==> config.mk <==
export PLATFORM = sky130hd
export DESIGN_NAME = regfile_port_arbiter_flat
export DESIGN_NICKNAME = d
export VERILOG_FILES = /design/src/rtl/regfile_port_arbiter_pkg.sv /design/src/rtl/regfile_port_arbiter_if.sv /design/src/rtl/rr_arbiter2.sv /design/src/rtl/regfile_port_arbiter.sv /design/src/flat_wrapper.sv
export SDC_FILE = /design/constraint.sdc
export NUM_CORES = 1
export LEC_CHECK = 0
export CAP_MARGIN = 10
export CORE_ASPECT_RATIO = 1.4
export CORE_UTILIZATION = 30
export DETAILED_ROUTE_END_ITERATION = 16
export PLACE_DENSITY_LB_ADDON = 0.15
export SLEW_MARGIN = 20
export SYNTH_ARGS = -nofsm -noshare
export SYNTH_HDL_FRONTEND = slang
export SYNTH_SLANG_ARGS = --single-unit
==> constraint.sdc <==
create_clock -name clock -period 3.2 [get_ports clock]
set_clock_uncertainty 0.2 [all_clocks]
set_input_delay 0.96 -clock clock [delete_from_list [all_inputs] [get_ports clock]]
set_output_delay 0.96 -clock clock [all_outputs]
set_load 0.01 [all_outputs]
==> src/rtl/regfile_port_arbiter_pkg.sv <==
`default_nettype none
// ============================================================================
// Module   : regfile_port_arbiter_pkg
// Purpose  : Shared types and constants for the register-file port arbiter:
//            FSM state encoding, client indices, address/data widths.
// Revision : 1.0 - initial release
// ============================================================================
package regfile_port_arbiter_pkg;

  localparam int unsigned ADDR_W      = 2;
  localparam int unsigned DATA_W      = 8;
  localparam int unsigned BURST_CNT_W = 4;

  localparam logic CLIENT0 = 1'b0;  // core writeback
  localparam logic CLIENT1 = 1'b1;  // debug/load unit

  typedef enum logic [2:0] {
    ST_IDLE = 3'd0,
    ST_WR   = 3'd1,
    ST_RD1  = 3'd2,
    ST_RD2  = 3'd3,
    ST_LOCK = 3'd4
  } arb_state_t;

  // States in which the port is considered occupied.
  function automatic logic is_busy_state(input arb_state_t s);
    return (s == ST_RD1) || (s == ST_RD2) || (s == ST_LOCK);
  endfunction

endpackage
`default_nettype wire

==> src/rtl/regfile_port_arbiter_if.sv <==
`default_nettype none
// ============================================================================
// Module   : regfile_port_arbiter_if
// Purpose  : Client request/grant signals and register-file port bundle.
//            slave  = arbiter side, master = clients plus register file.
// Revision : 1.0 - initial release
// ============================================================================
interface regfile_port_arbiter_if;
  import regfile_port_arbiter_pkg::*;

  logic              c0_req;
  logic              c0_we;
  logic [ADDR_W-1:0] c0_addr;
  logic [DATA_W-1:0] c0_wdata;
  logic              c1_req;
  logic              c1_we;
  logic [ADDR_W-1:0] c1_addr;
  logic [DATA_W-1:0] c1_wdata;
  logic              c1_lock;
  logic              c0_gnt;
  logic              c1_gnt;
  logic              c0_rvalid;
  logic              c1_rvalid;
  logic [DATA_W-1:0] rdata;
  logic              rf_regWrite;
  logic [ADDR_W-1:0] rf_reg1;
  logic [DATA_W-1:0] rf_dadoEscr;
  logic [DATA_W-1:0] rf_dado1;
  logic              busy;

  modport slave (
    input  c0_req, c0_we, c0_addr, c0_wdata,
    input  c1_req, c1_we, c1_addr, c1_wdata, c1_lock,
    input  rf_dado1,
    output c0_gnt, c1_gnt, c0_rvalid, c1_rvalid, rdata,
    output rf_regWrite, rf_reg1, rf_dadoEscr, busy
  );

  modport master (
    output c0_req, c0_we, c0_addr, c0_wdata,
    output c1_req, c1_we, c1_addr, c1_wdata, c1_lock,
    output rf_dado1,
    input  c0_gnt, c1_gnt, c0_rvalid, c1_rvalid, rdata,
    input  rf_regWrite, rf_reg1, rf_dadoEscr, busy
  );

endinterface
`default_nettype wire

==> src/rtl/rr_arbiter2.sv <==
`default_nettype none
// ============================================================================
// Module   : rr_arbiter2
// Purpose  : Two-client round-robin arbiter. Grants are combinational from
//            the current requests and the registered priority pointer; the
//            pointer moves to the other client after every grant.
// Revision : 1.0 - initial release
// ============================================================================
module rr_arbiter2
  import regfile_port_arbiter_pkg::*;
(
  input  logic clock,
  input  logic reset,
  input  logic i_enable,   // grants permitted this cycle
  input  logic i_c1_only,  // burst lock: client 0 is not eligible
  input  logic i_req0,
  input  logic i_req1,
  output logic o_gnt0,
  output logic o_gnt1
);

  // Client that wins when both request.
  logic r_prio;

  assign o_gnt1 = i_enable && i_req1 && (i_c1_only || !i_req0 || (r_prio == CLIENT1));
  assign o_gnt0 = i_enable && !i_c1_only && i_req0 && !o_gnt1;

  // Hand priority to the client that was not just served. Lock exit needs no
  // extra handling: the last locked grant went to client 1, so client 0 is next.
  always_ff @(posedge clock) begin
    if (reset) begin
      r_prio <= CLIENT0;
    end else if (o_gnt0) begin
      r_prio <= CLIENT1;
    end else if (o_gnt1) begin
      r_prio <= CLIENT0;
    end
  end

endmodule
`default_nettype wire

==> src/rtl/regfile_port_arbiter.sv <==
`default_nettype none
// ============================================================================
// Module   : regfile_port_arbiter
// Purpose  : Shares one register-file write/read-1 port between the core
//            writeback (client 0) and the debug/load unit (client 1).
//            Writes take one cycle, reads occupy the port for three cycles,
//            client 1 may lock the port for a bounded burst.
// Revision : 1.0 - initial release
// ============================================================================
module regfile_port_arbiter
  import regfile_port_arbiter_pkg::*;
#(
  parameter int MAX_BURST = 4   // 1..15 grants per lock burst
) (
  input  logic                  clock,
  input  logic                  reset,
  regfile_port_arbiter_if.slave bus
);

  localparam logic [BURST_CNT_W-1:0] BURST_LIMIT  = BURST_CNT_W'(MAX_BURST);
  localparam logic                   LOCK_ENABLED = (MAX_BURST > 1);

  arb_state_t              r_state;
  arb_state_t              w_state_next;
  logic [BURST_CNT_W-1:0]  r_burst_cnt;
  logic [BURST_CNT_W-1:0]  w_burst_next;
  logic [BURST_CNT_W-1:0]  w_burst_inc;
  logic                    r_busy;
  logic                    r_rd_client;

  logic                    r_regwrite;
  logic [ADDR_W-1:0]       r_reg1;
  logic [DATA_W-1:0]       r_dado_escr;
  logic [DATA_W-1:0]       r_rdata;
  logic                    r_rvalid0;
  logic                    r_rvalid1;

  logic                    w_grant_ok;
  logic                    w_c1_only;
  logic                    w_gnt0;
  logic                    w_gnt1;
  logic                    w_any_gnt;
  logic                    w_sel_we;
  logic [ADDR_W-1:0]       w_sel_addr;
  logic [DATA_W-1:0]       w_sel_wdata;

  // No grants under reset or while a read owns rf_reg1.
  assign w_grant_ok = !reset &&
                      ((r_state == ST_IDLE) || (r_state == ST_WR) || (r_state == ST_LOCK));
  // A lock only shuts out client 0 while client 1 keeps asserting it.
  assign w_c1_only  = (r_state == ST_LOCK) && bus.c1_lock;

  rr_arbiter2 u_rr (
    .clock     (clock),
    .reset     (reset),
    .i_enable  (w_grant_ok),
    .i_c1_only (w_c1_only),
    .i_req0    (bus.c0_req),
    .i_req1    (bus.c1_req),
    .o_gnt0    (w_gnt0),
    .o_gnt1    (w_gnt1)
  );

  assign w_any_gnt   = w_gnt0 || w_gnt1;
  assign w_sel_we    = w_gnt1 ? bus.c1_we    : bus.c0_we;
  assign w_sel_addr  = w_gnt1 ? bus.c1_addr  : bus.c0_addr;
  assign w_sel_wdata = w_gnt1 ? bus.c1_wdata : bus.c0_wdata;
  assign w_burst_inc = r_burst_cnt + 4'd1;

  // Burst counter: nonzero exactly while a lock is held; frozen across reads.
  always_comb begin
    w_burst_next = '0;
    if ((r_state == ST_RD1) || (r_state == ST_RD2)) begin
      w_burst_next = r_burst_cnt;
    end else if (w_c1_only) begin
      if (w_gnt1) begin
        w_burst_next = (w_burst_inc >= BURST_LIMIT) ? '0 : w_burst_inc;
      end else begin
        w_burst_next = r_burst_cnt;
      end
    end else if (w_gnt1 && bus.c1_lock && LOCK_ENABLED) begin
      w_burst_next = 4'd1;
    end
  end

  // Next state: reads walk RD1/RD2, an active burst parks in LOCK.
  always_comb begin
    w_state_next = ST_IDLE;
    case (r_state)
      ST_RD1:  w_state_next = ST_RD2;
      ST_RD2:  w_state_next = (r_burst_cnt != '0) ? ST_LOCK : ST_IDLE;
      default: begin
        if (w_any_gnt && !w_sel_we) begin
          w_state_next = ST_RD1;
        end else if (w_burst_next != '0) begin
          w_state_next = ST_LOCK;
        end else if (w_any_gnt) begin
          w_state_next = ST_WR;
        end else begin
          w_state_next = ST_IDLE;
        end
      end
    endcase
  end

  // FSM state, burst counter, busy flag and owner of the in-flight read.
  always_ff @(posedge clock) begin
    if (reset) begin
      r_state     <= ST_IDLE;
      r_burst_cnt <= '0;
      r_busy      <= 1'b0;
      r_rd_client <= CLIENT0;
    end else begin
      r_state     <= w_state_next;
      r_burst_cnt <= w_burst_next;
      r_busy      <= is_busy_state(w_state_next);
      if (w_any_gnt && !w_sel_we) begin
        r_rd_client <= w_gnt1;
      end
    end
  end

  // Register-file port drive and read-data return; reset drops a pending read.
  always_ff @(posedge clock) begin
    if (reset) begin
      r_regwrite  <= 1'b0;
      r_reg1      <= '0;
      r_dado_escr <= '0;
      r_rdata     <= '0;
      r_rvalid0   <= 1'b0;
      r_rvalid1   <= 1'b0;
    end else begin
      r_regwrite <= w_any_gnt && w_sel_we;
      if (w_any_gnt) begin
        r_reg1 <= w_sel_addr;
        if (w_sel_we) begin
          r_dado_escr <= w_sel_wdata;
        end
      end
      r_rvalid0 <= (r_state == ST_RD2) && (r_rd_client == CLIENT0);
      r_rvalid1 <= (r_state == ST_RD2) && (r_rd_client == CLIENT1);
      if (r_state == ST_RD2) begin
        r_rdata <= bus.rf_dado1;
      end
    end
  end

  assign bus.c0_gnt      = w_gnt0;
  assign bus.c1_gnt      = w_gnt1;
  assign bus.c0_rvalid   = r_rvalid0;
  assign bus.c1_rvalid   = r_rvalid1;
  assign bus.rdata       = r_rdata;
  assign bus.rf_regWrite = r_regwrite;
  assign bus.rf_reg1     = r_reg1;
  assign bus.rf_dadoEscr = r_dado_escr;
  assign bus.busy        = r_busy;

endmodule
`default_nettype wire

==> src/flat_wrapper.sv <==
// flat-port wrapper written by rule: the top's interface ports become plain ports
module regfile_port_arbiter_flat import regfile_port_arbiter_pkg::*;
#(
  parameter int MAX_BURST = 4                                 
)
  (clock, reset, bus_c0_req, bus_c0_we, bus_c0_addr, bus_c0_wdata, bus_c1_req, bus_c1_we, bus_c1_addr, bus_c1_wdata, bus_c1_lock, bus_rf_dado1, bus_c0_gnt, bus_c1_gnt, bus_c0_rvalid, bus_c1_rvalid, bus_rdata, bus_rf_regWrite, bus_rf_reg1, bus_rf_dadoEscr, bus_busy);
  regfile_port_arbiter_if bus_i ();
  input  logic clock;
  input  logic reset;
  input wire logic [$bits(bus_i.c0_req)-1:0] bus_c0_req;
  input wire logic [$bits(bus_i.c0_we)-1:0] bus_c0_we;
  input wire logic [$bits(bus_i.c0_addr)-1:0] bus_c0_addr;
  input wire logic [$bits(bus_i.c0_wdata)-1:0] bus_c0_wdata;
  input wire logic [$bits(bus_i.c1_req)-1:0] bus_c1_req;
  input wire logic [$bits(bus_i.c1_we)-1:0] bus_c1_we;
  input wire logic [$bits(bus_i.c1_addr)-1:0] bus_c1_addr;
  input wire logic [$bits(bus_i.c1_wdata)-1:0] bus_c1_wdata;
  input wire logic [$bits(bus_i.c1_lock)-1:0] bus_c1_lock;
  input wire logic [$bits(bus_i.rf_dado1)-1:0] bus_rf_dado1;
  output wire logic [$bits(bus_i.c0_gnt)-1:0] bus_c0_gnt;
  output wire logic [$bits(bus_i.c1_gnt)-1:0] bus_c1_gnt;
  output wire logic [$bits(bus_i.c0_rvalid)-1:0] bus_c0_rvalid;
  output wire logic [$bits(bus_i.c1_rvalid)-1:0] bus_c1_rvalid;
  output wire logic [$bits(bus_i.rdata)-1:0] bus_rdata;
  output wire logic [$bits(bus_i.rf_regWrite)-1:0] bus_rf_regWrite;
  output wire logic [$bits(bus_i.rf_reg1)-1:0] bus_rf_reg1;
  output wire logic [$bits(bus_i.rf_dadoEscr)-1:0] bus_rf_dadoEscr;
  output wire logic [$bits(bus_i.busy)-1:0] bus_busy;
  assign bus_i.c0_req = bus_c0_req;
  assign bus_i.c0_we = bus_c0_we;
  assign bus_i.c0_addr = bus_c0_addr;
  assign bus_i.c0_wdata = bus_c0_wdata;
  assign bus_i.c1_req = bus_c1_req;
  assign bus_i.c1_we = bus_c1_we;
  assign bus_i.c1_addr = bus_c1_addr;
  assign bus_i.c1_wdata = bus_c1_wdata;
  assign bus_i.c1_lock = bus_c1_lock;
  assign bus_i.rf_dado1 = bus_rf_dado1;
  assign bus_c0_gnt = bus_i.c0_gnt;
  assign bus_c1_gnt = bus_i.c1_gnt;
  assign bus_c0_rvalid = bus_i.c0_rvalid;
  assign bus_c1_rvalid = bus_i.c1_rvalid;
  assign bus_rdata = bus_i.rdata;
  assign bus_rf_regWrite = bus_i.rf_regWrite;
  assign bus_rf_reg1 = bus_i.rf_reg1;
  assign bus_rf_dadoEscr = bus_i.rf_dadoEscr;
  assign bus_busy = bus_i.busy;
  regfile_port_arbiter #(.MAX_BURST(MAX_BURST)) u_core (.clock(clock), .reset(reset), .bus(bus_i));
endmodule
* Word level (Yosys, flattened, before mapping)
Cells that the tools add are included.
** Word-level totals
- Register bits after elaboration :: 31
- Logic and storage cells :: 66
** Operators by class
- Multiplexer cells :: 15
- Magnitude comparators :: 1
- Bitwise operators :: 1
- Equal/unequal tests :: 7
- Reduce and logical (&&, ||, !) cells :: 30
- $add $sub $neg :: 1
** Operators by type and width (count)
- 2-to-1 mux 4 bit :: 4
- == test 3 x 2 -> 1 bit, second input constant :: 4
- logical AND 1 bit :: 12
- 2-to-1 mux 3 bit :: 3
- logical OR 1 bit :: 8
- 2-to-1 mux 8 bit :: 1
- nonzero test 4 bit :: 2
- == test 3 bit, second input constant :: 2
- one-hot mux 3 bit (2 select lines) :: 1
- logical NOT 1 bit :: 5
- 2-to-1 mux 1 bit :: 5
- adder 4 x 1 -> 4 bit, second input constant :: 1
- greater-or-equal comparator 4 x 3 -> 1 bit, second input constant :: 1
- == test 3 x 1 -> 1 bit, second input constant :: 1
- logical NOT 3 bit :: 1
- 2-to-1 mux 2 bit :: 1
- AND reduction 2 bit :: 1
- nonzero test 2 bit :: 1
- inverter 1 bit :: 1

* Depth between registers and ports, before layout
- Depth after elaboration :: 17
- Depth in mapped cells :: 7
- Mapped depth without buffers :: 7

* Cells and area by module
From an unflattened synthesis, not the netlist that was laid out.
** Unflattened totals
- Cells, all modules :: 137
- Area total of the unflattened synthesis :: 1350.0 sq um
** By module, submodules not included
- regfile_port_arbiter :: instances 1, cells an instance 128, area each 1282.5 sq um, seq. area each 600.6 sq um
- rr_arbiter2 :: instances 1, cells an instance 9, area each 67.6 sq um, seq. area each 20.0 sq um

* Least setup slack after synthesis
OpenSTA, ideal clock, no wires.
- Path type :: input to output
- Start point :: input port reset
- End point :: output port bus_c0_gnt
- Slack :: 176 ps
- Stages :: 5
- Arrival :: 1864 ps
- Cell sequence :: or3b_1 -> a211o_1 -> buf_6 -> nand2_1 -> inv_1
** On the way
- Longest elaborated chain between the ends :: 6
** Ends and longest elaborated chain
- start: declaration :: RTL line flat_wrapper.sv:9 : input logic reset;
- logical NOT 1 bit (*) :: RTL line regfile_port_arbiter.sv:48 : assign w_grant_ok = !reset &&
- logical AND 1 bit (*) :: RTL line regfile_port_arbiter.sv:48
- logical AND 1 bit (2 in a row) :: RTL line rr_arbiter2.sv:25 : assign o_gnt1 = i_enable && i_req1 && (i_c1_only || !i_req0 || (r_prio == CLIENT1));
- logical NOT 1 bit :: RTL line rr_arbiter2.sv:26 : assign o_gnt0 = i_enable && !i_c1_only && i_req0 && !o_gnt1;
- logical AND 1 bit (*) :: RTL line rr_arbiter2.sv:26
- end: declaration :: RTL line flat_wrapper.sv:20 : output wire logic [$bits(bus_i.c0_gnt)-1:0] bus_c0_gnt;
Every way passes the cells marked *; elsewhere a longest branch is shown, timed or not.

* Worst setup path in the final report
- Start point :: input port reset
- End point :: output port bus_c1_gnt
** On the way
- Longest elaborated chain between the ends :: 4
** Ends and longest elaborated chain
- logical NOT 1 bit :: RTL line regfile_port_arbiter.sv:48
- logical AND 1 bit :: RTL line regfile_port_arbiter.sv:48
- logical AND 1 bit (2 in a row) :: RTL line rr_arbiter2.sv:25
- end: declaration :: RTL line flat_wrapper.sv:21 : output wire logic [$bits(bus_i.c1_gnt)-1:0] bus_c1_gnt;
Every way passes these cells.

==> PnR_summary.wiki <==
{| class="wikitable"
! Metric !! Value
|-
| Run status || finished, final reports clean
|-
| Num ports || 59
|-
| Clock latency on the worst-skew pair || 280 ps
|-
| Summed negative setup slack over all endpoints || 0 ps
|-
| Floorplan die height || 83.2 µm
|-
| Final core utilization || 50.6%
|-
| Unrepaired setup endpoints after global routing || false
|-
| Dpl hpwl || 2460 µm
|-
| Maximum number of pins on one net before global-route repair || 32
|-
| Starting utilization of the core area || 31.2%
|-
| Clock Sink Count || 31
|-
| Endpoint kind of the worst setup timing path || output port
|-
| Iter 0 DRT Violations || 39
|-
| Slew @ Worst Pin || 385 ps
|-
| ANT nets after route || 0
|-
| Predominant post-synthesis flop cell || sky130_fd_sc_hd__dfxtp_1
|-
| Syn_area_per_cell || 8.67 µm²
|-
| Depth of the worst hold-timing path || 1
|-
| Max Buffers Root-to-Sink || 2
|-
| Data arrival time at the worst-slack endpoint || 2000 ps
|-
| Register area share after synthesis || 43.9%
|-
| Final Routed Wirelength || 3520 µm
|-
| Top-area cell type share of the netlist area || 43.9%
|-
| Num CTS Buffers || 5
|-
| Library cell occupying the most area in the post-synthesis netlist || sky130_fd_sc_hd__dfxtp_1
|-
| Clock edge transition at the registers on the reported setup and hold paths || 60 ps
|-
| Launch point of the worst hold path || u_core.r_rd_client
|-
| Post-Syn Nets || 200
|-
| Antenna violations before repair || 0
|-
| Setup violators final || 0
|-
| Number of synthesized register bits || 31
|-
| Leading cell type in the layout, fill and taps excluded || sky130_fd_sc_hd__clkdlybuf4s50_1
|-
| Root cell of the clock tree || sky130_fd_sc_hd__clkbuf_8
|-
| Clock tree from TritonCTS || built
|-
| Number of buffer cells added on primary ports || 58
|-
| Number of flops mapped to enable cells by yosys || 0
|-
| Iteration count of the initial detailed-routing pass || 4
|-
| Final weighted congestion in routability-driven placement || 0.737
|-
| Highest-count cells in the layout ignoring fill and taps || sky130_fd_sc_hd__clkdlybuf4s50_1, sky130_fd_sc_hd__nand2_1, sky130_fd_sc_hd__dfxtp_1, sky130_fd_sc_hd__buf_4, sky130_fd_sc_hd__nor2_1
|-
| Antenna diode instance count || 0
|-
| Tmin final || 3160 ps
|-
| End of the worst register-to-register path || u_core.r_state[2]
|-
| Worst path required time || 2040 ps
|-
| Share of post-route cells with drive strength above 1 || 20.3%
|-
| Register-to-register path setup slack || 600 ps
|-
| Critical path startpoint category || input pin
|-
| Final global-route overflow total || 0
|-
| Total of max-cap violations || 0
|-
| Final Hold Fails || 0
|-
| Total Routing Usage GR || 15.4%
|-
| Finished Cell Area || 2300 µm²
|-
| Number of distinct library cells after synthesis || 36
|-
| Biggest area contributors in the synthesized netlist || sky130_fd_sc_hd__dfxtp_1, sky130_fd_sc_hd__nand2_1, sky130_fd_sc_hd__a311oi_2, sky130_fd_sc_hd__a21oi_1, sky130_fd_sc_hd__nor2_1
|-
| Placement Cell Area || 2120 µm²
|-
| Share of the clock period used by the worst path after layout || 98.8%
|-
| Power consumption || 942 µW
|-
| Worst relative slew slack || 74.3%
|-
| Fill cell total of the finished layout || 444
|-
| DRC violation count after routing || 0
|-
| Path category of the worst min-delay check || flop to flop
|-
| Global-route wire length before repair || 5830 µm
|-
| Post-Place Cells || 286
|-
| Gate count of the mapped netlist || 163
|-
| Final routed wire length divided by cell count || 11.6 µm
|-
| DIE WIDTH || 60.0 µm
|-
| Floorplan die area || 5000 µm²
|-
| Synth warnings || 0
|-
| Highest ir drop seen on vdd || 0.222 mV
|-
| End of the worst hold path || u_core.bus.c0_rvalid
|-
| Final std cells w/o fill || 303
|-
| FF-to-FF path depth || 13
|-
| Number of levels the H-tree was split into || 2
|-
| Maximum fanout along the worst path || 2
|-
| Leak pwr || 0.000861 µW
|-
| Fmax achieved || 316 MHz
|-
| Area inside the core boundary || 4540 µm²
|-
| Worst r2r src || u_core.r_state[0]
|-
| Post-DR vias/cell || 4.53
|-
| Net count, final || 277
|-
| Area growth syn-to-layout || 62.5%
|-
| Max-slew violations || 0
|-
| Post-Synthesis Cell Area || 1410 µm²
|-
| Vias || 1,374
|-
| Worst Setup Path Type || input pin to output port
|-
| Pwr/cell area || 410 nW/µm²
|-
| Via count of the first global-routing pass || 1,281
|-
| Total number of placement rows || 29
|-
| Share of flip-flops with an asynchronous set or reset || 0%
|}
==> Yosys cell counts, types with 2 or more instances <==
| cell | n |
|---|---|
| sky130_fd_sc_hd__a311oi_2 | 8 |
| sky130_fd_sc_hd__inv_1 | 5 |
| sky130_fd_sc_hd__clkbuf_1 | 5 |
| sky130_fd_sc_hd__a21oi_1 | 12 |
| sky130_fd_sc_hd__nor2_1 | 15 |
| sky130_fd_sc_hd__and2_1 | 5 |
| sky130_fd_sc_hd__nand3_1 | 2 |
| sky130_fd_sc_hd__nand2_1 | 39 |
| sky130_fd_sc_hd__a211oi_1 | 3 |
| sky130_fd_sc_hd__nor2b_1 | 4 |
| sky130_fd_sc_hd__o21ai_0 | 4 |
| sky130_fd_sc_hd__nor3_1 | 3 |
| sky130_fd_sc_hd__dfxtp_1 | 31 |
| sky130_fd_sc_hd__o211a_1 | 2 |
| sky130_fd_sc_hd__mux2i_1 | 2 |
| sky130_fd_sc_hd__buf_6 | 2 |
| sky130_fd_sc_hd__ha_1 | 2 |
==> state kept, by name, indices dropped and copies added (netlist names) <==
name and cells:
u_core.bus.rdata 8, u_core.bus.rf_dadoEscr 8, u_core.r_burst_cnt 4, u_core.r_state 3, u_core.bus.rf_reg1 2, u_core.bus.busy 1
u_core.bus.c0_rvalid 1, u_core.bus.c1_rvalid 1, u_core.bus.rf_regWrite 1, u_core.r_rd_client 1, u_core.u_rr.r_prio 1
==> layer usage <==
layer | GRT usage, % | vias up | share of wire [%]
met3 | 4.98 | 6 | 6.1
li1 | - | 714 | -
met2 | 25.4 | 50 | 50
met4 | 6.13 | 0 | 1.7
met5 | 0 | - | 0
met1 | 18.0 | 604 | 42
==> area by class of cell <==
class	instances	area (µm²)	share of cell area (%)
timing repair buffer	79	744	32.4
multi-input combinational	118	729	31.8
sequential	31	621	27.0
clock buffer	7	96.3	4.19
tap	62	77.6	3.38
inverter	5	21.3	0.926
clock inverter	1	7.51	0.327
==> cell families after synthesis <==
logic type | synth area share (%)
simple gates | 25.0
compound gates | 22.4
flops | 43.9
buf+inv | 4.87
mux | 1.42
fa+ha+maj | 1.77
xor+xnor | 0.620
==> worst max-delay path, stage by stage <==
cell	delay, ps
sky130_fd_sc_hd__buf_6	100
sky130_fd_sc_hd__or3b_4	390
sky130_fd_sc_hd__a211o_1	280
sky130_fd_sc_hd__buf_6	140
sky130_fd_sc_hd__inv_4	50
sky130_fd_sc_hd__buf_6	90
==> stage by stage <==
step,hold slack (ps),worst slack [ps]
final,250,39.0
after global routing,285,7.52
after CTS,253,-8.46
after detailed placement,243,-743
after global placement,238,-737
after floorplan,209,176
==> repair_timing <==
item,CTS,global route
setup endpoints to repair,2,2
pin swaps,3,1
setup buffers,9,0
hold buffers,0,0
gates resized for setup,25,0
==> where the power goes <==
part | internal, µW | switching [µW]
registers | 406 | 11.8
logic | 108 | 76.7
clock network | 195 | 144
total | 709 | 233
==> worst max path at each step <==
| stage | from | endpoint | slack, ps |
|---|---|---|---|
| 4_1_cts | reset | bus_c1_gnt | -8 |
| 6_report | reset | bus_c1_gnt | 40 |
| 3_5_place_dp | bus_c1_req | bus_c0_gnt | -740 |
| 5_1_grt | bus_c1_lock | u_core.r_state[2] | 8 |
| 2_1_floorplan | reset | bus_c0_gnt | 180 |
| 3_3_place_gp | bus_c1_req | bus_c0_gnt | -740 |
(Power assumes the default switching activity.)
